===== src/rtl/unary_add_drv_4.sv =====
// unary_add_drv_4: sequencer for a 4-slot unary adder.
// One transaction streams two front-packed unary operands into the adder.
// It waits out the adder's carry latency, drains the unary result stream,
// counts the ones in that stream, and reports the count and the carry.
// Optional build macro: UNARY_DRV_CHECK_EN enables the result self-check
// that drives err.
//
// state  | meaning
// -------+--------------------------------------------------------------
// IDLE   | waiting for start, adder disabled
// SEND   | 4 slots driving A/B unary operand bits (read phase)
// SETTLE | 2 slots with A=B=0 while the adder's carry propagates to C
// DRAIN  | 9 slots in write phase; din counted in W1..W8, W0 ignored
// DONE   | 1 slot reporting result/carry with a done pulse
//
// The output flops load from the next-state decode, so the output phase
// lines up with the state register. done is visible in the 16th cycle after
// the edge that accepts start.

module unary_add_drv_4 (
    input  logic       clk,
    input  logic       rst_n,
    input  logic       start,
    input  logic [2:0] opa,
    input  logic [2:0] opb,
    input  logic       din,
    input  logic       cin,
    output logic       A,
    output logic       B,
    output logic       en,
    output logic       read_or_write,
    output logic [2:0] result,
    output logic       carry,
    output logic       busy,
    output logic       done,
    output logic       err
);

    typedef enum logic [2:0] {IDLE, SEND, SETTLE, DRAIN, DONE} state_t;

    state_t     state, state_nx;
    logic [3:0] cnt, cnt_nx;
    logic [2:0] opa_q, opb_q, opa_nx, opb_nx;
    logic [1:0] slot_nx;
    logic       a_nx, b_nx, en_nx, rw_nx, busy_nx, done_nx;
    logic       carry_acc;
    logic [2:0] ones, ones_final;
    logic       fin;

    // Next-state, slot down-counter and next-output decode
    always_comb begin
        state_nx = state;
        cnt_nx   = cnt;
        opa_nx   = opa_q;
        opb_nx   = opb_q;
        case (state)
            IDLE: begin
                if (start) begin
                    state_nx = SEND;
                    cnt_nx   = 4'd3;
                    opa_nx   = (opa > 3'd4) ? 3'd4 : opa;
                    opb_nx   = (opb > 3'd4) ? 3'd4 : opb;
                end
            end
            SEND: begin
                if (cnt == 4'd0) begin
                    state_nx = SETTLE;
                    cnt_nx   = 4'd1;
                end else begin
                    cnt_nx = cnt - 4'd1;
                end
            end
            SETTLE: begin
                if (cnt == 4'd0) begin
                    state_nx = DRAIN;
                    cnt_nx   = 4'd8;
                end else begin
                    cnt_nx = cnt - 4'd1;
                end
            end
            DRAIN: begin
                if (cnt == 4'd0) begin
                    state_nx = DONE;
                end else begin
                    cnt_nx = cnt - 4'd1;
                end
            end
            DONE:    state_nx = IDLE;
            default: state_nx = IDLE;
        endcase

        // slot index k counts up while cnt counts down 3..0
        slot_nx = 2'(4'd3 - cnt_nx);
        a_nx    = (state_nx == SEND) && ({1'b0, slot_nx} < opa_nx);
        b_nx    = (state_nx == SEND) && ({1'b0, slot_nx} < opb_nx);
        en_nx   = (state_nx == SEND) || (state_nx == SETTLE) || (state_nx == DRAIN);
        rw_nx   = (state_nx == DRAIN);
        busy_nx = (state_nx != IDLE);
        done_nx = (state_nx == DONE);
    end

    // Last DRAIN edge (ending W8): the result is captured here
    assign fin        = (state == DRAIN) && (cnt == 4'd0);
    assign ones_final = (din && (ones != 3'd7)) ? ones + 3'd1 : ones;

    // State register, slot counter and latched operands
    always_ff @(posedge clk or negedge rst_n) begin
        if (!rst_n) begin
            state <= IDLE;
            cnt   <= 4'd0;
            opa_q <= 3'd0;
            opb_q <= 3'd0;
        end else begin
            state <= state_nx;
            cnt   <= cnt_nx;
            opa_q <= opa_nx;
            opb_q <= opb_nx;
        end
    end

    // Registered adder-side and handshake outputs
    always_ff @(posedge clk or negedge rst_n) begin
        if (!rst_n) begin
            A             <= 1'b0;
            B             <= 1'b0;
            en            <= 1'b0;
            read_or_write <= 1'b0;
            busy          <= 1'b0;
            done          <= 1'b0;
        end else begin
            A             <= a_nx;
            B             <= b_nx;
            en            <= en_nx;
            read_or_write <= rw_nx;
            busy          <= busy_nx;
            done          <= done_nx;
        end
    end

    // Sticky carry: cleared on accept, set by cin on any SEND/SETTLE edge
    always_ff @(posedge clk or negedge rst_n) begin
        if (!rst_n) begin
            carry_acc <= 1'b0;
        end else if ((state == IDLE) && start) begin
            carry_acc <= 1'b0;
        end else if (((state == SEND) || (state == SETTLE)) && cin) begin
            carry_acc <= 1'b1;
        end
    end

    // Saturating ones counter over DRAIN W1..W8; W0 is skipped (cnt == 8)
    always_ff @(posedge clk or negedge rst_n) begin
        if (!rst_n) begin
            ones <= 3'd0;
        end else if ((state == SETTLE) && (cnt == 4'd0)) begin
            ones <= 3'd0;
        end else if ((state == DRAIN) && (cnt != 4'd8)) begin
            ones <= ones_final;
        end
    end

    // Result and carry capture, held until the next transaction completes
    always_ff @(posedge clk or negedge rst_n) begin
        if (!rst_n) begin
            result <= 3'd0;
            carry  <= 1'b0;
        end else if (fin) begin
            result <= ones_final;
            carry  <= carry_acc;
        end
    end

`ifdef UNARY_DRV_CHECK_EN
    logic [3:0] op_sum;
    assign op_sum = {1'b0, opa_q} + {1'b0, opb_q};

    // Self-check of captured values against the clamped operands
    always_ff @(posedge clk or negedge rst_n) begin
        if (!rst_n) begin
            err <= 1'b0;
        end else if (fin) begin
            err <= (carry_acc != (op_sum >= 4'd5)) || (ones_final != op_sum[2:0]);
        end
    end
`else
    assign err = 1'b0;
`endif

endmodule

===== config.mk =====
export PLATFORM = sky130hd
export DESIGN_NAME = unary_add_drv_4
export DESIGN_NICKNAME = d
export VERILOG_FILES = /design/src/rtl/unary_add_drv_4.sv
export SDC_FILE = /design/constraint.sdc
export NUM_CORES = 1
export LEC_CHECK = 0
export ABC_AREA = 1
export BUFFER_PORTS_ARGS = -buffer_cell sky130_fd_sc_hd__buf_4
export CORE_MARGIN = 3
export CORE_UTILIZATION = 45
export DETAILED_ROUTE_END_ITERATION = 7
export PLACE_DENSITY_LB_ADDON = 0.05
export SYNTH_ARGS = -nofsm -noshare
export SYNTH_HDL_FRONTEND = slang
export SYNTH_SLANG_ARGS = --single-unit

===== constraint.sdc =====
create_clock -name clk -period 4 [get_ports clk]
set_input_delay 0.4 -clock clk [delete_from_list [all_inputs] [get_ports clk]]
set_output_delay 0.4 -clock clk [all_outputs]
set_load 0.02 [all_outputs]

* Word-level counts from Yosys, hierarchy flattened
Index checks and enable logic that the tools add are counted.
Cells by class: $add $sub $neg 3, order comparisons 4, equality and inequality tests 9, multiplexer cells 21, reductions and logical operators 16
Operators by type and width (number):
- 3-bit 2-to-1 mux | 13
- 4-bit 2-to-1 mux | 4
- 4-bit case mux with 4 select lines | 1
- 3-bit by 2-bit equality test with 1-bit output (second input constant) | 4
- 3-bit case mux with 4 select lines | 1
- 1-bit logical AND | 8
- 3-bit by 1-bit equality test with 1-bit output (second input constant) | 2
- 3-bit > comparator (second input constant) | 2
- 2-bit by 3-bit < comparator with 1-bit output | 2
- 4-bit logical NOT | 1
- 4-bit != test (second input constant) | 1
- 2-bit nonzero test | 2
- 4-bit by 1-bit subtractor with 4-bit output (second input constant) | 1
- 3-bit by 1-bit adder with 3-bit output (second input constant) | 1
- 3-bit equality test (second input constant) | 1
- 3-bit logical NOT | 1
- 1-bit logical OR | 3
- 3-bit != test (second input constant) | 1
- 3-bit nonzero test | 1
- 1-bit 2-to-1 mux | 2
- 2-bit subtractor (first input constant) | 1
Word-level totals: register bits after elaboration 27, input port bits 11, word-level logic and storage cells 67

* Logic depth before layout (Yosys ltp)
depth in word-level cells 6, depth in mapped cells 15, gate-level depth less buffers 15

* Least setup slack after synthesis
Ideal clock, no wire load.
kind register to register, from register cnt[0], to register A, setup time 115 ps, arrival 1809 ps, slack 2077 ps, cell stages (with the launch flop) 16, cells stage by stage dfrtp_1 > inv_1 > ha_1 > nand3_4 > nor2_4 > nor2_1 > nand2_1 > nand2_1 > nand3_2 > inv_2 > ha_1 > inv_1 > nor2_1 > nand2_1 > nand2_1 > nor2_2
On the way: elaborated cells between the ends (all ways) 15, those cells by class add/sub: 2; order compare: 1; eq/ne: 1; mux: 9; reduce/logical: 2
RTL lines:
- start, declared | line 42 | logic [3:0] cnt, cnt_nx;
- start signal, assigned | line 115 | cnt <= cnt_nx;
- 4-bit logical NOT * | line 66, 74, 82
- 3-bit 2-to-1 mux, on equally long branches | line 82, 66, 74
- 3-bit case mux with 4 select lines * | line 56 | case (state)
- net state_nx[2] | line 41 | state_t state, state_nx;
- 3-bit by 1-bit equality test with 1-bit output * | line 94 | a_nx = (state_nx == SEND) && ({1'b0, slot_nx} < opa_nx);
- 1-bit logical AND * | line 94
- net a_nx | line 45 | logic a_nx, b_nx, en_nx, rw_nx, busy_nx, done_nx;
- end signal, assigned | line 131 | A <= a_nx;
- end, declared | line 28 | output logic A,
The timed path passes the listed nets; every way through them passes the cells marked *. A chain may end at the register's enable or synchronous reset.

* Worst setup path in the final report
Ends and elaborated chain as after synthesis.

==> impl_metrics.csv <==
group,metric,value,unit
critical_path,cp_cell_sequence,"inv_1 -> ha_1 -> nand3_4 -> nor2_4 -> nor2_1 -> nand2_1 -> nand2_1 -> nand3_2 -> inv_2 -> ha_1 -> inv_1 -> nor2_1 -> nand2_1 -> nand2_1 -> nor2_2",
synth,synth-seq-area-share,44.0,%
critical_path,startpoint_type,"flop",
clock_tree,h-tree-depth,1,
critical_path,arrival,2380,ps
critical_path,cp.required,4230,ps
die,die_w,64.4,µm
worst_hold_path,hp-class,"in -> reg",
die,die_h,64.4,µm
synth,yosys.cell_types.count,32,
route,wl_per_cell,11.3,µm
timing,tns,0,ps
timing,finalHoldViolations,0,
global_route,grt_max_degree,28,
global_route,gr-total-overflow,0,
critical_path,cp-end-kind,"flop",
final_layout,diodes,0,
critical_path,reg2reg_slack,1850,ps
clock_tree,cts_root_buffer,"clkbuf_4",
critical_path,path_buf_inv,3,
clock_tree,ctsResizeCount,0,
final_layout,drive_above_1_share,31.5,%
timing,fin_worst_skew,3.57,ps
global_route,grt_use_total,15.0,%
critical_path,cpMaxStageDelayCell,"dfrtp_1",
power_and_ir_drop,ir_worst_vdd,373,µV
global_route,antenna_found_initial,0,
placement,gp_congestion,0.817,
synth,yosys.area.top_type,"dfrtp_1",
critical_path,critPathTopFamily,"simple AND/OR/NAND/NOR gates",
die,ioPinCount,22,
synth,yosys-top-cells-area,"dfrtp_1 (44%), nand2_1 (8.8%), ha_1 (6.5%)",
critical_path,cpMostUsedCell,"nand2_1",
synth,synthCells,177,
route,dr_wl_met3,98,µm
power_and_ir_drop,powerDensity,833,nW/µm²
final_layout,nets,220,
timing,clock.fmax,0.466,GHz
clock_tree,cts_tree,"built",
power_and_ir_drop,power.leakage,0.935,nW
clock_tree,clkSinkCount,27,
power_and_ir_drop,p_int,771,µW
synth,synth_area_per_cell,8.67,µm²
die,rows,20,
timing,rsz0062_at_grt,"false",
die,core,3150,µm²
placement,placed_area,1720,µm²
timing,layout_min_cycle_time,2150,ps
die,initial_core_util,48.7,%
power_and_ir_drop,pwr-share-seq,32.7,%
synth,synth-seq-cells,27,
outcome,status,"finished clean",
critical_path,crit_type,"reg -> reg",
clock_tree,insertion_delay,320,ps
route,first_pass_iters,4,
final_layout,final_cell_mix,"nand2_1 (36), dfrtp_1 (27), buf_4 (20)",
die,die-area,4150,µm²
clock_tree,cts_hold_buf,1,
flow_run,drv_cap,0,
synth,synth_area,1530,µm²
clock_tree,clk_pin_slew_worst_paths,150,ps
final_layout,n_fill_cell,322,
route,ant_nets,0,
power_and_ir_drop,pwr-share-clk,8.1,%
route,wl_met1,1.34,mm
critical_path,crit_path_max_fanout,10,
timing,finalSetupViolations,0,
placement,hpwl,2.25,mm
route,dr_wl_met2,1.32,mm
final_layout,area_delta_synth_final,14.6,%
final_layout,final_cell_area,1760,µm²
synth,ys_warn_count,0,
route,drcViolationCount,0,
timing,period_share,53.7,%
power_and_ir_drop,sw_frac_of_total,47.3,%
synth,netlist.area_leader.share,44.0,%
critical_path,max_stage_delay,420,ps
route,via_per_inst,4.69,
power_and_ir_drop,p_total,1.46,mW
route,drtIter0Drc,36,
placement,port_buffers,20,
timing,slew_viol_final,0,
global_route,grt_pass1_wl,4.95,mm
clock_tree,post_cts_buffers,0,
synth,synth_fp_nets,196,
route,top_layer,"met3",
clock_tree,clockBufferDepth,2,
timing,whs,316,ps
clock_tree,cts_made_buffers,3,
power_and_ir_drop,p_comb_share,59.2,%
power_and_ir_drop,p_sw,693,µW
global_route,first_global_vias,1111,
route,drt-total-wl,2.76,mm
final_layout,final_common_cell,"nand2_1",
route,vias,1144,
flip-flops by register name, indices dropped and copies added (netlist names), 3 cells and up:
signal,count
cnt,4
ones,3
opa_q,3
opb_q,3
result,3
state,3
power by group through the flow:
stage                     Clock (mW)  Sequential (mW)  Combinational [mW]
after global placement             0            0.483               0.861
after global routing           0.139            0.495               0.993
after detailed placement           0            0.487               0.876
after CTS                      0.123            0.480               0.880
after floorplan                    0            0.511               0.645
final                          0.118            0.479               0.866
worst register-to-register path: stages, from the launching register on:
cell     delay [ps]
dfrtp_1         420
inv_1           170
ha_1            240
nand3_4         170
nor2_4          220
nor2_1           60
nand2_1          60
nand2_1          60
nand3_2          70
inv_2            40
ha_1            270
inv_1            40
nor2_1           90
nand2_1          60
nand2_1          70
nor2_2           30
synthesized netlist by cell type:
cell      count
buf_4         1
nor2_1        8
nor2_2        9
buf_6         1
xor2_1        2
nand2_4       2
nand3_1      12
a21oi_1       3
inv_1        19
inv_2        11
nor2_4        5
conb_1        1
clkinv_1      1
nand3b_1      1
o21bai_1      1
inv_4         1
o21a_1        1
a21oi_2       1
xnor2_1       1
dfrtp_1      27
nand4_1       1
o21ai_0       4
nand3_4       2
a22oi_1       2
o21ai_2       2
nand2_2       5
nand3_2       1
o31ai_1       1
o211ai_1      1
nand2_1      36
ha_1          8
o21ai_1       6
area by class of cell:
| cell class | instances | area [µm²] | share of cell area, % |
|---|---|---|---|
| clock buffers | 3 | 22.5 | 1.28 |
| clock inverters | 1 | 5.00 | 0.285 |
| inverters | 32 | 123 | 6.98 |
| multi-input cells | 116 | 717 | 40.8 |
| flip-flops and latches | 27 | 676 | 38.4 |
| well taps | 44 | 55.1 | 3.13 |
| repair buffers | 21 | 160 | 9.11 |
through the flow:
stage          worst slack, ps  cells  util, %
2_1_floorplan             2080    177        -
5_1_grt                   1660    244     55.8
4_1_cts                   1850    244     55.8
3_3_place_gp              1960    239     54.6
6_report                  1850    244     55.8
3_5_place_dp              1880    239     54.6
worst paths after layout:
check | from | endpoint | depth (start not counted)
max | cnt[0] | A | 15
min | opb[1] | opb_q[1] | 3
max reg2reg | cnt[0] | A | 15
min reg2reg | result[2] | result[2] | 2
max in group asynchronous | rst_n | result[1] | 2
min in group asynchronous | rst_n | en | 2
routing by layer:
metal | vias up | track usage, %
met3 | 0 | 2.46
met2 | 16 | 25.5
met4 | 0 | 2.37
met5 | - | 0
met1 | 529 | 20.3
li1 | 599 | -
cell families (layout without fill, tap and decap cells):
logic type | count (synthesis) | count (layout) | synth area share [%]
DFF | 27 | 27 | 44.0
xor gates and xnor gates | 3 | 3 | 1.71
adders and majority gates | 8 | 8 | 6.53
and+or+nand+nor | 82 | 82 | 29.4
buffers and inverters | 34 | 57 | 9.22
other | 1 | 1 | 0.244
AOI/OAI and AO/OA | 22 | 22 | 8.89
Note: power is estimated with default switching activity, not from simulation.
